$ cat config.mk
export PLATFORM = sky130hd
export DESIGN_NAME = quant_pack_buffer
export DESIGN_NICKNAME = d
export VERILOG_FILES = /design/src/rtl/quant_pack_pkg.sv /design/src/rtl/quant_pack_fifo.sv /design/src/rtl/quant_pack_buffer.sv
export SDC_FILE = /design/constraint.sdc
export NUM_CORES = 1
export LEC_CHECK = 0
export ABC_CLOCK_PERIOD_IN_PS = 4000
export BUFFER_PORTS_ARGS = -buffer_cell sky130_fd_sc_hd__buf_2
export CORE_MARGIN = 5
export CORE_UTILIZATION = 56
export CTS_CLUSTER_DIAMETER = 100
export DETAILED_ROUTE_END_ITERATION = 7
export PLACE_DENSITY = 0.74
export SYNTH_ARGS = -nofsm -noshare
export SYNTH_HDL_FRONTEND = slang
export SYNTH_SLANG_ARGS = --single-unit
$ cat constraint.sdc
create_clock -name clk -period 4 [get_ports clk]
set_clock_uncertainty 0.05 [all_clocks]
set_input_delay 0.6 -clock clk [delete_from_list [all_inputs] [get_ports clk]]
set_output_delay 0.6 -clock clk [all_outputs]
set_load 0.01 [all_outputs]
$ cat src/rtl/quant_pack_pkg.sv
// quant_pack_pkg: shared constants and types for the quantized-byte packer.
//   LANES              bytes per packed word
//   DEFAULT_LATENCY    default quantizer pipeline depth
//   DEFAULT_FIFO_DEPTH default number of buffered packed words
//   strb_t / word_t    byte-valid mask and packed word types
//   entry_t            one FIFO entry {data, strb}
package quant_pack_pkg;

    localparam int LANES              = 4;
    localparam int DEFAULT_LATENCY    = 6;
    localparam int DEFAULT_FIFO_DEPTH = 4;

    typedef logic [3:0]  strb_t;
    typedef logic [31:0] word_t;

    typedef struct packed {
        word_t data;
        strb_t strb;
    } entry_t;

    // Byte mask with the lowest cnt bits set (cnt = 0..4).
    function automatic strb_t strb_for_count(input logic [2:0] cnt);
        strb_t s;
        case (cnt)
            3'd1:    s = 4'b0001;
            3'd2:    s = 4'b0011;
            3'd3:    s = 4'b0111;
            3'd4:    s = 4'b1111;
            default: s = 4'b0000;
        endcase
        return s;
    endfunction

endpackage

$ cat src/rtl/quant_pack_fifo.sv
// quant_pack_fifo: synchronous FIFO of {word, strb} entries.
//   clk, rstn  clock, asynchronous active-low reset
//   push_i     write request (accepted when not full, or when full with pop_i)
//   wdata_i    entry to write
//   pop_i      read request (ignored when empty)
//   rdata_o    head entry
//   full_o     DEPTH entries held
//   empty_o    no entries held
//   level_o    number of entries held
module quant_pack_fifo
    import quant_pack_pkg::*;
#(
    parameter int DEPTH = DEFAULT_FIFO_DEPTH,
    localparam int AW   = $clog2(DEPTH),
    localparam int LW   = $clog2(DEPTH + 1)
) (
    input  logic          clk,
    input  logic          rstn,
    input  logic          push_i,
    input  entry_t        wdata_i,
    input  logic          pop_i,
    output entry_t        rdata_o,
    output logic          full_o,
    output logic          empty_o,
    output logic [LW-1:0] level_o
);

    entry_t        mem_q [DEPTH];
    entry_t        mem_d [DEPTH];
    logic [AW-1:0] wr_ptr_q, wr_ptr_d;
    logic [AW-1:0] rd_ptr_q, rd_ptr_d;
    logic [LW-1:0] count_q, count_d;
    logic          wr_en;
    logic          rd_en;

    assign full_o  = (count_q == LW'(DEPTH));
    assign empty_o = (count_q == '0);
    assign level_o = count_q;
    assign rdata_o = mem_q[rd_ptr_q];

    // A full FIFO still accepts a write when the head leaves in the same cycle.
    assign wr_en = push_i && (!full_o || pop_i);
    assign rd_en = pop_i && !empty_o;

    always_comb begin
        mem_d = mem_q;
        if (wr_en) begin
            mem_d[wr_ptr_q] = wdata_i;
        end
        // DEPTH is a power of two, so pointers wrap naturally.
        wr_ptr_d = wr_ptr_q + AW'(wr_en);
        rd_ptr_d = rd_ptr_q + AW'(rd_en);
        count_d  = count_q + LW'(wr_en) - LW'(rd_en);
    end

    always_ff @(posedge clk or negedge rstn) begin
        if (!rstn) begin
            for (int i = 0; i < DEPTH; i++) begin
                mem_q[i] <= '0;
            end
            wr_ptr_q <= '0;
            rd_ptr_q <= '0;
            count_q  <= '0;
        end else begin
            mem_q    <= mem_d;
            wr_ptr_q <= wr_ptr_d;
            rd_ptr_q <= rd_ptr_d;
            count_q  <= count_d;
        end
    end

endmodule

$ cat src/rtl/quant_pack_buffer.sv
// quant_pack_buffer: packs quantized bytes into 32-bit words and buffers them.
//   clk, rstn     clock, asynchronous active-low reset
//   in_valid_i    valid of the raw sample entering the quantizer
//   q_i           quantizer output byte, LATENCY cycles behind in_valid_i
//   flush_i       emit the partially filled word
//   clr_err_i     clear the sticky overflow flag
//   out_ready_i   downstream ready
//   out_valid_o   packed word available
//   out_data_o    packed word, first byte in bits [7:0]
//   out_strb_o    byte-valid mask of out_data_o
//   fifo_level_o  words held
//   overflow_o    sticky: a word was dropped because the FIFO was full
module quant_pack_buffer
    import quant_pack_pkg::*;
#(
    parameter int LATENCY    = DEFAULT_LATENCY,
    parameter int FIFO_DEPTH = DEFAULT_FIFO_DEPTH
) (
    input  logic                             clk,
    input  logic                             rstn,
    input  logic                             in_valid_i,
    input  logic [7:0]                       q_i,
    input  logic                             flush_i,
    input  logic                             clr_err_i,
    input  logic                             out_ready_i,
    output logic                             out_valid_o,
    output word_t                            out_data_o,
    output strb_t                            out_strb_o,
    output logic [$clog2(FIFO_DEPTH+1)-1:0]  fifo_level_o,
    output logic                             overflow_o
);

    logic [LATENCY-1:0] vld_dly_q, vld_dly_d;
    logic [1:0]         lane_cnt_q, lane_cnt_d;
    word_t              acc_q, acc_d;
    logic               overflow_q, overflow_d;

    logic               q_vld;
    word_t              acc_ins;
    logic [2:0]         cnt_after;
    logic               push;
    entry_t             push_entry;
    logic               pop;
    logic               drop;
    logic               fifo_full;
    logic               fifo_empty;
    entry_t             head;

    // Output handshake: a word transfers on a cycle where out_valid_o and
    // out_ready_i are both high; while out_valid_o is high and out_ready_i is
    // low the head word and strobe hold steady.
    assign out_valid_o = !fifo_empty;
    assign pop         = out_valid_o && out_ready_i;
    assign out_data_o  = head.data;
    assign out_strb_o  = head.strb;
    assign overflow_o  = overflow_q;

    assign q_vld = vld_dly_q[LATENCY-1];

    always_comb begin
        vld_dly_d[0] = in_valid_i;
        for (int i = 1; i < LATENCY; i++) begin
            vld_dly_d[i] = vld_dly_q[i-1];
        end
    end

    // The byte arriving this cycle is merged first, so a coincident flush
    // carries it and a byte that completes the word yields a single full push.
    always_comb begin
        acc_ins = acc_q;
        if (q_vld) begin
            for (int l = 0; l < LANES; l++) begin
                if (lane_cnt_q == 2'(l)) begin
                    acc_ins[8*l +: 8] = q_i;
                end
            end
        end
        cnt_after       = {1'b0, lane_cnt_q} + {2'b00, q_vld};
        push            = (cnt_after == 3'd4) || (flush_i && (cnt_after != 3'd0));
        push_entry.data = acc_ins;
        push_entry.strb = strb_for_count(cnt_after);

        // Every push, accepted or dropped, restarts packing at lane 0.
        if (push) begin
            acc_d      = '0;
            lane_cnt_d = 2'd0;
        end else begin
            acc_d      = acc_ins;
            lane_cnt_d = cnt_after[1:0];
        end
    end

    assign drop = push && fifo_full && !pop;

    // A new drop wins over a coincident clear.
    always_comb begin
        overflow_d = overflow_q;
        if (drop) begin
            overflow_d = 1'b1;
        end else if (clr_err_i) begin
            overflow_d = 1'b0;
        end
    end

    always_ff @(posedge clk or negedge rstn) begin
        if (!rstn) begin
            vld_dly_q  <= '0;
            lane_cnt_q <= 2'd0;
            acc_q      <= '0;
            overflow_q <= 1'b0;
        end else begin
            vld_dly_q  <= vld_dly_d;
            lane_cnt_q <= lane_cnt_d;
            acc_q      <= acc_d;
            overflow_q <= overflow_d;
        end
    end

    quant_pack_fifo #(
        .DEPTH (FIFO_DEPTH)
    ) u_fifo (
        .clk     (clk),
        .rstn    (rstn),
        .push_i  (push),
        .wdata_i (push_entry),
        .pop_i   (pop),
        .rdata_o (head),
        .full_o  (fifo_full),
        .empty_o (fifo_empty),
        .level_o (fifo_level_o)
    );

endmodule
==> results of run 1 <==
## worst paths after layout
| path | endpoint |
|---|---|
| worst max-delay path | out_data_o[9] |
| worst min-delay path | u_fifo.mem_q[52]$_DFFE_PN0P_ |
| worst max register to register | u_fifo.mem_q[21]$_DFFE_PN0P_ |
| worst min register to register | vld_dly_q[5]$_DFF_PN0_ |
| max in group asynchronous | u_fifo.rd_ptr_q[0]$_DFF_PN0_ |
| min in group clk | vld_dly_q[0]$_DFF_PN0_ |
## metrics by stage
stage	cell area, sq um	cells
2_1_floorplan	8876	525
3_3_place_gp	9275	775
3_5_place_dp	9275	775
4_1_cts	9853	805
5_1_grt	9853	805
6_report	9853	805
## metal layers
metal,vias to the layer above,routed length [um]
met4,0,156
met3,10,600
met5,-,0
li1,2024,-
met1,2539,8493
met2,92,8705
## area by class of cell
cell class              count  area share
clock buffers              23     0.04749
clock inverters             7     0.01117
inverters                  10    0.003810
multi-input cells         292      0.3806
flip-flops and latches    192      0.4877
well taps                 216     0.02743
repair buffers             65     0.04178
## report_power, final
| group | leakage (uW) | total [uW] | switching [uW] | internal, uW |
|---|---|---|---|---|
| registers | 0.00255 | 2920 | 410 | 2510 |
| logic | 0.00197 | 2240 | 930 | 1310 |
| clock network | 0.000287 | 1690 | 681 | 1010 |
## placed cells by master (no fill, tap or decap), types with 2 or more instances in the layout
cell,Yosys,routed
nor3b_1,2,2
clkbuf_8,0,3
clkbuf_16,0,17
mux2_2,72,72
mux2_4,87,87
ha_1,4,4
mux2_1,13,13
a21oi_4,4,4
and3_1,32,32
xnor2_1,5,5
dfrtp_1,192,191
a21o_1,2,2
clkbuf_1,8,4
nor2_1,4,4
mux4_2,36,36
buf_12,9,4
buf_4,2,7
nand3_1,3,3
mux2i_1,5,5
inv_1,10,10
nor2b_1,2,2
nand3b_2,2,2
clkinv_2,0,4
o21ai_0,3,3
bufinv_16,0,3
buf_2,8,53
## registers in the layout, summed over array words and instances (netlist names)
register and cells:
overflow_o 1, u_fifo.mem_q 144, u_fifo.wr_ptr_q 2, lane_cnt_q 2
acc_q 32, u_fifo.level_o 3, vld_dly_q 6, u_fifo.rd_ptr_q 2
## kinds of logic after synthesis
kind of cell	share of synthesized area
multiplexers	0.3520
flip-flops	0.5413
AND/OR/NAND/NOR	0.04017
buffers and inverters	0.03665
AO/OA/AOI/OAI	0.01607
XOR/XNOR	0.005920
adder cells (fa/ha/maj)	0.007894
==> results.toml, run 1 <==
[power]
pwr_density_cell_mw_per_mm2 = 695.0
total_power_uw = 6848
vdd_drop_max_v = 0.0004024
leakagePower_uw = 0.004801

[synthesis]
ys.warnings.count = 0
ys.flop_type = "dfrtp_1"
synth_common_cells = "dfrtp_1 (192), mux2_4 (87), mux2_2 (72), mux4_2 (36), and3_1 (32)"
ys_seq_elements = 192
synthTopCellsByArea = "dfrtp_1 (54%), mux2_4 (15%), mux2_2 (9.1%)"
synth_largest_area_cell = "dfrtp_1"
synthArstFlopShare = 1.000
yosysSeqAreaShare = 0.5413
yosysMostFrequentCell = "dfrtp_1"
netlist-cell-type-count = 40
synthesis.nets = 544
synth_area_sq_mm = 0.008876
syn_inst = 525
synth_edf_count = 0
synth_top_area_frac = 0.5413
syn_area_per_cell_sq_um = 16.91

[hold_path]
hold_path_class = "primary input to asynchronous set/reset pin"

[route]
drt_iter0_drc = 317
vias = 4665
drc = 0
drtPass1Iterations = 4
drt-wirelength-per-cell_um = 22.31
ant_nets = 0
drt_wl_total_um = 17960
viasPerCell = 5.795

[critical_path]
rrSetupSlack_ns = 1.12
slowest_delay_ns = 0.89
worstPathArrival_ns = 2.43
crit_path_top_delay_cell = "dfrtp_2"
crit_family = "flip-flops"
reg2reg_from = "vld_dly_q[5]$_DFF_PN0_"
crit_path_start_kind = "register"
criticalPathCategory = "register to output port"
cp-end-kind = "output port"
cp_cell_sequence = "buf_4 > mux4_2 > buf_2"
cp_data_required_time_ns = 3.35
crit_fanout = 21
cp.depth = 3
cp_num_buf_inv = 2
r2r_cells = 6
cp-startpoint = "u_fifo.rd_ptr_q[0]$_DFF_PN0_"

[clock_network]
root_buffer = "clkbuf_16"
ctsResizeCount = 0
cts_sinks = 192
clock_latency_ns = 0.42
ctsHoldBuffers = 0
clk_pin_slew_ns = 0.06
cts_setup_buffers = 0
cts_made_buffers = 17
cts.htree.levels = 4
cts_tree = "built"
cts_buffer_depth = 2

[final_layout]
layout-drive-gt1-share = 0.5076
syn_to_final_growth_pct = 11.01
diodes = 0
multiInputGateArea_sq_mm = 0.003750
finalCoreUtilization = 0.6271
n_fill_cell = 1105
nets = 597
ff_latch_area_sq_mm = 0.004806

[sta]
worst_pin_slew_ns = 0.8518
maxSlewHeadroom = 0.4296
finalHoldViolCount = 0
whs_ns = 0.1852
period_minus_slack_ns = 3.079
fin_tns_setup_ns = 0
min_period_over_period = 0.7698
rsz0062_at_grt = "false"
setup_viol = 0
drv_slew = 0
setup_ws_ns = 0.9209
max_freq_mhz = 324.8

[die]
die_width_um = 135.9
placementRows = 46
core-area_sq_mm = 0.01571
start_util = 0.5649
num_io_pins = 55
dieArea_sq_mm = 0.01847
die_h_um = 135.9

[global_route]
met2_usage = 0.3244
grt_pass1_wl_um = 28730
grt_pass1_vias = 5087
grt_max_degree = 100
busiest_layer = "met2"
grt_use_met3 = 0.03701
use_met1 = 0.2999
antenna_found_initial = 0
gr-total-overflow = 0
grt_util_all_layers = 0.2058

[run]
cap_violations = 0

[status]
status = "finished, final reports clean"

[place]
io_buffers = 54
hpwl_um = 11060
gp_congestion = 0.7677
place_ws_ns = 1.124
(Power assumes the default switching activity.)
==> run 2, diff against run 1 <==
--- a/config.mk
+++ b/config.mk
@@ -5,13 +5,13 @@
 export SDC_FILE = /design/constraint.sdc
 export NUM_CORES = 1
 export LEC_CHECK = 0
-export ABC_CLOCK_PERIOD_IN_PS = 4000
+export ABC_CLOCK_PERIOD_IN_PS = 2550
 export BUFFER_PORTS_ARGS = -buffer_cell sky130_fd_sc_hd__buf_2
 export CORE_MARGIN = 5
-export CORE_UTILIZATION = 56
+export CORE_UTILIZATION = 55
 export CTS_CLUSTER_DIAMETER = 100
 export DETAILED_ROUTE_END_ITERATION = 7
-export PLACE_DENSITY = 0.74
+export PLACE_DENSITY = 0.76
 export SYNTH_ARGS = -nofsm -noshare
 export SYNTH_HDL_FRONTEND = slang
 export SYNTH_SLANG_ARGS = --single-unit
==> constraint.sdc (replaced) <==
create_clock -name clk -period 2.55 [get_ports clk]
set_clock_uncertainty 0.05 [all_clocks]
set_input_delay 0.3825 -clock clk [delete_from_list [all_inputs] [get_ports clk]]
set_output_delay 0.3825 -clock clk [all_outputs]
set_load 0.01 [all_outputs]
==> run 2 against run 1 <==
  * Design area rose by 1.7%
  * Via count is 1.2% higher
  * Register-to-register slack worse by 1.0 ns
  * Core utilization up 0.39 points
  * Critical path type is now register to register
  * Highest routed layer unchanged
==> results.toml, run 2 (synthesized netlist as in run 1, its figures left out) <==
[hold_path]
holdPathStages = 2
min-delay-start = "clr_err_i"
hold_path_class = "primary input to register"

[critical_path]
criticalPathCategory = "register to register"
crit_path_start_kind = "register"
slowest_delay_ns = 0.46
cp_num_buf_inv = 1
cp.depth = 9
cp_cell_sequence = "ha_4 > and4b_4 > a31oi_4 > a21boi_2 > ha_1 > inv_1 > fa_1 > xnor2_2 > xnor2_1"
crit_path_top_delay_cell = "dfrtp_2"
crit_fanout = 8
cp_data_required_time_ns = 2.81
cp-startpoint = "lane_cnt_q[0]$_DFF_PN0_"
r2r_cells = 9
crit_family = "adder cells"
cp-end-kind = "register"
rrSetupSlack_ns = 0.12
reg2reg_from = "lane_cnt_q[0]$_DFF_PN0_"
worstPathArrival_ns = 2.69

[final_layout]
fin_area_sq_mm = 0.01002
nets = 613
layout_common_cells = "dfrtp_1 (189), mux2_4 (87), mux2_2 (72)"
multiInputGateArea_sq_mm = 0.003776
top_regs = "u_fifo.mem_q x144, acc_q x32, vld_dly_q x6"
syn_to_final_growth_pct = 12.93
n_fill_cell = 1172
final_common_cell = "dfrtp_1"
ff_latch_area_sq_mm = 0.004808
largest_register_ffs = 144
instances_no_fill = 823
diodes = 0
layout-drive-gt1-share = 0.5255
largest_register = "u_fifo.mem_q"

[sta]
rsz0062_at_grt = "false"
fin_tns_setup_ns = 0
finalHoldViolCount = 0
period_minus_slack_ns = 2.430
max_freq_mhz = 411.6
min_period_over_period = 0.9529
drv_slew = 0
maxSlewHeadroom = 0.5992
setup_viol = 0
worst_pin_slew_ns = 0.5994

[global_route]
gr-total-overflow = 0
grt_pass1_vias = 5160
antenna_found_initial = 0
grt_pass1_wl_um = 29300
grt_max_degree = 62
grt_util_all_layers = 0.2068

[route]
drtPass1Iterations = 4
drt_wl_total_um = 18140
wl_met2_um = 8842
vias = 4720
drc = 0
dr.max_layer_used = "met4"
ant_nets = 0
viasPerCell = 5.735
wl_met1_um = 8373
route.met3.wl_um = 569
drt-wirelength-per-cell_um = 22.04
drt_iter0_drc = 281

[clock_network]
cts.htree.levels = 4
cts_made_buffers = 17
cts_sinks = 192
cts_buffer_depth = 2
cts_tree = "built"
clock_latency_ns = 0.43
root_buffer = "clkbuf_16"
clk_pin_slew_ns = 0.07

[power]
pwr_density_cell_mw_per_mm2 = 1072
vdd_drop_max_v = 0.0006730
leakagePower_uw = 0.004883
total_power_uw = 10740

[die]
start_util = 0.5588
core-area_sq_mm = 0.01589
die_width_um = 137.0
die_h_um = 137.0
dieArea_sq_mm = 0.01878
num_io_pins = 55
placementRows = 46

[run]
cap_violations = 0

[place]
dp_cells = 788
hpwl_um = 11860
io_buffers = 54
gp_congestion = 0.7886
placed_area_sq_mm = 0.009428

[status]
status = "finished, final reports clean"
## run 2: changes by cell type in the layout (fill, tap and decap cells not counted), sizes merged
cell,change
dlygate4sd3,+2
buf,+14
clkbuf,+4
bufinv,-2
## run 2: through the flow
stage | hold slack [ns] | util | setup slack (ns)
detailed placement | 0.2847 | 0.5935 | 0.07841
global placement | 0.2853 | 0.5935 | 0.1749
global route | 0.09112 | 0.6310 | 0.03175
CTS | 0.07624 | 0.6298 | 0.05351
finish | 0.08740 | 0.6310 | 0.1202
floorplan | 0.03691 | - | 0.01173
## run 2: path summary, 6_finish.rpt
check                                                end
setup / recovery             u_fifo.level_o[2]$_DFF_PN0_
hold / removal                    overflow_o$_DFFE_PN0P_
setup reg to reg             u_fifo.level_o[2]$_DFF_PN0_
hold reg to reg                   vld_dly_q[1]$_DFF_PN0_
max in group asynchronous   u_fifo.mem_q[98]$_DFFE_PN0P_
min in group asynchronous  u_fifo.mem_q[129]$_DFFE_PN0P_
## run 2: repair_timing
item	CTS	global route
hold buffers	2	0
gates resized for setup	0	3
setup endpoints to repair	0	10
setup buffers	0	1
hold endpoints to repair	58	0
## run 2: worst register-to-register path, stage by stage (launching register included)
cell      delay (ns)
dfrtp_2         0.46
ha_4            0.29
and4b_4         0.36
a31oi_4         0.05
a21boi_2        0.22
ha_1            0.17
inv_1           0.05
fa_1            0.40
xnor2_2         0.15
xnor2_1         0.13
## run 2: final cells by class
cell class,count,area share
tap,216,0.02696
clock buffer,27,0.05018
sequential,192,0.4797
clock inverter,5,0.005368
multi-input combinational,292,0.3767
inverter,10,0.003745
timing repair buffer,81,0.05730
## run 2: routing by layer
| metal | global-route usage | vias to the layer above |
|---|---|---|
| li1 | - | 2055 |
| met1 | 0.2956 | 2549 |
| met2 | 0.3237 | 91 |
| met3 | 0.03603 | 25 |
| met4 | 0.07040 | 0 |
| met5 | 0 | - |
## run 2: power breakdown
group	internal (uW)	switching (uW)	leakage, uW
registers	3940	519	0.00255
logic	2150	1610	0.00206
clock network	1450	1080	0.000275
total	7530	3210	0.00488
==> run 3, diff against run 2 <==
--- a/config.mk
+++ b/config.mk
@@ -5,7 +5,7 @@
 export SDC_FILE = /design/constraint.sdc
 export NUM_CORES = 1
 export LEC_CHECK = 0
-export ABC_CLOCK_PERIOD_IN_PS = 2550
+export ABC_CLOCK_PERIOD_IN_PS = 2100
 export BUFFER_PORTS_ARGS = -buffer_cell sky130_fd_sc_hd__buf_2
 export CORE_MARGIN = 5
 export CORE_UTILIZATION = 55
==> constraint.sdc (replaced) <==
create_clock -name clk -period 2.1 [get_ports clk]
set_clock_uncertainty 0.05 [all_clocks]
set_input_delay 0.315 -clock clk [delete_from_list [all_inputs] [get_ports clk]]
set_output_delay 0.315 -clock clk [all_outputs]
set_load 0.01 [all_outputs]
==> run 3 against run 2 <==
  * The run now ends with setup timing left
  * Sequential share of layout area down 4.5 points
  * Combinational power up 63%
  * Largest power group is now combinational logic
  * Fmax rose by 4.3%
  * Highest routed layer is now met5
  * Die area is the same
  * Register-to-register slack got worse by 0.35 ns
==> results.toml, run 3 (synthesized netlist as in run 1, its figures left out) <==
[critical_path]
r2r_cells = 8
crit_path_start_kind = "register"
cp-startpoint = "lane_cnt_q[0]$_DFF_PN0_"
slowest_delay_ns = 0.43
cp_data_required_time_ns = 2.37
critPathMostFrequentCell = "buf_4"
crit_path_top_delay_cell = "dfrtp_2"
reg2reg_from = "lane_cnt_q[0]$_DFF_PN0_"
criticalPathCategory = "register to register"
worstPathArrival_ns = 2.60
cp-end-kind = "register"
crit_fanout = 9
cp_cell_sequence = "ha_4 > and4b_4 > a31oi_4 > buf_4 > a21oi_4 > buf_4 > clkbuf_16 > mux2_4"

[sta]
maxSlewHeadroom = 0.6099
rsz0062_at_grt = "true"
setup_ws_ns = -0.2300
min_period_over_period = 1.110
max_freq_mhz = 429.2
drv_slew = 0
whs_ns = 0.03044
finalHoldViolCount = 0
fin_tns_setup_ns = -27.27
period_minus_slack_ns = 2.330
setup_viol = 178
worst_pin_slew_ns = 0.5834

[die]
dieArea_sq_mm = 0.01878
num_io_pins = 55
die_h_um = 137.0
die_width_um = 137.0
core-area_sq_mm = 0.01589
placementRows = 46
start_util = 0.5588

[final_layout]
largest_register = "u_fifo.mem_q"
diodes = 0
layout-drive-gt1-share = 0.5636
layout_common_cells = "dfrtp_1 (190), mux2_4 (103), mux2_2 (56)"
largest_register_ffs = 144
finalCoreUtilization = 0.6961
final_common_cell = "dfrtp_1"
syn_to_final_growth_pct = 24.58
fin_area_sq_mm = 0.01106
top_regs = "u_fifo.mem_q x144, acc_q x32, vld_dly_q x6"
nets = 659

[global_route]
grt_pass1_vias = 5387
grt_util_all_layers = 0.2176
gr-total-overflow = 0
antenna_found_initial = 1
grt_pass1_wl_um = 30630
grt_max_degree = 60

[power]
vdd_drop_max_v = 0.0007521
leakagePower_uw = 0.005310
pwr_density_cell_mw_per_mm2 = 1367

[place]
placed_area_sq_mm = 0.009671
gp_congestion = 0.7477
hpwl_um = 12020
place_ws_ns = -0.1591
io_buffers = 54

[status]
violations = "setup timing"
status = "complete, but fails checks"

[clock_network]
root_buffer = "clkbuf_16"
cts_sinks = 192
clk_pin_slew_ns = 0.07
cts_tree = "built"
cts_buffer_depth = 2
cts_made_buffers = 17
clock_latency_ns = 0.43
cts.htree.levels = 4

[route]
drtPass1Iterations = 5
viasPerCell = 5.825
drt_iter0_drc = 340
ant_nets = 0
drc = 0
drt_wl_total_um = 21430
vias = 5062
drt-wirelength-per-cell_um = 24.66

[hold_path]
min-delay-start = "clr_err_i"
holdPathStages = 2
hold_path_class = "primary input to register"

[run]
cap_violations = 0
## run 3: cell types whose count changed in the layout (fill, tap and decap cells not counted), moves of 3 or more
cell	before	now
buf_2	53	22
clkinvlp_4	0	3
clkbuf_8	5	1
clkinv_2	3	0
buf_4	18	38
mux2_2	72	56
mux2_4	87	103
buf_12	7	18
buf_6	0	35
clkbuf_16	17	27
bufinv_16	1	5
## run 3: area by class of cell
type | instances | area [sq um]
multi-input cells | 292 | 3841
clock inverters | 9 | 181.4
repair buffers | 127 | 1463
flip-flops and latches | 192 | 4807
well taps | 216 | 270.3
inverters | 10 | 37.54
fillers | 1020 | 4827
clock buffers | 23 | 457.9
## run 3: path summary, 6_finish.rpt
check	end	slack, ns
worst min register to register	vld_dly_q[1]$_DFF_PN0_	0.30
max in group asynchronous	u_fifo.mem_q[16]$_DFFE_PN0P_	1.02
min in group asynchronous	u_fifo.mem_q[131]$_DFFE_PN0P_	0.32
worst max register to register	u_fifo.mem_q[57]$_DFFE_PN0P_	-0.23
worst max-delay path	u_fifo.mem_q[57]$_DFFE_PN0P_	-0.23
worst min-delay path	overflow_o$_DFFE_PN0P_	0.03
## run 3: critical path, delay by kind of cell, from the launching register on
family                     cells  cell delay, ns
and+or+nand+nor                1            0.35
buffers and inverters          3            0.58
muxes                          1            0.31
adders and majority gates      1            0.24
AOI/OAI and AO/OA              2            0.24
DFF                            1            0.43
## run 3: what timing repair did
action                     4_1_cts  5_1_grt
pin swaps                        2        4
hold endpoints to repair        41        0
setup endpoints to repair      178      182
hold buffers                     2        0
gates resized for setup         28       15
buffers inserted                 5       16
gates cloned                     2       11
## run 3: power breakdown
| part | total [uW] | switching [uW] | internal, uW |
|---|---|---|---|
| Sequential | 5460 | 678 | 4780 |
| Combinational | 6130 | 2410 | 3730 |
| Clock | 3520 | 1370 | 2150 |
| Total | 15100 | 4460 | 10700 |
## run 3: routing by layer
| layer | routed length [um] | up-vias | global-route usage |
|---|---|---|---|
| met5 | 11 | - | 0 |
| met4 | 408 | 2 | 0.05543 |
| met3 | 1294 | 28 | 0.04963 |
| met2 | 10760 | 157 | 0.3591 |
| met1 | 8951 | 2723 | 0.2948 |
| li1 | - | 2152 | - |
## run 3: stage by stage
step	std cells	power (uW)
final	869	15120
after floorplan	525	8818
after global routing	869	15730
after global placement	802	10090
after detailed placement	802	10300
after CTS	843	14450
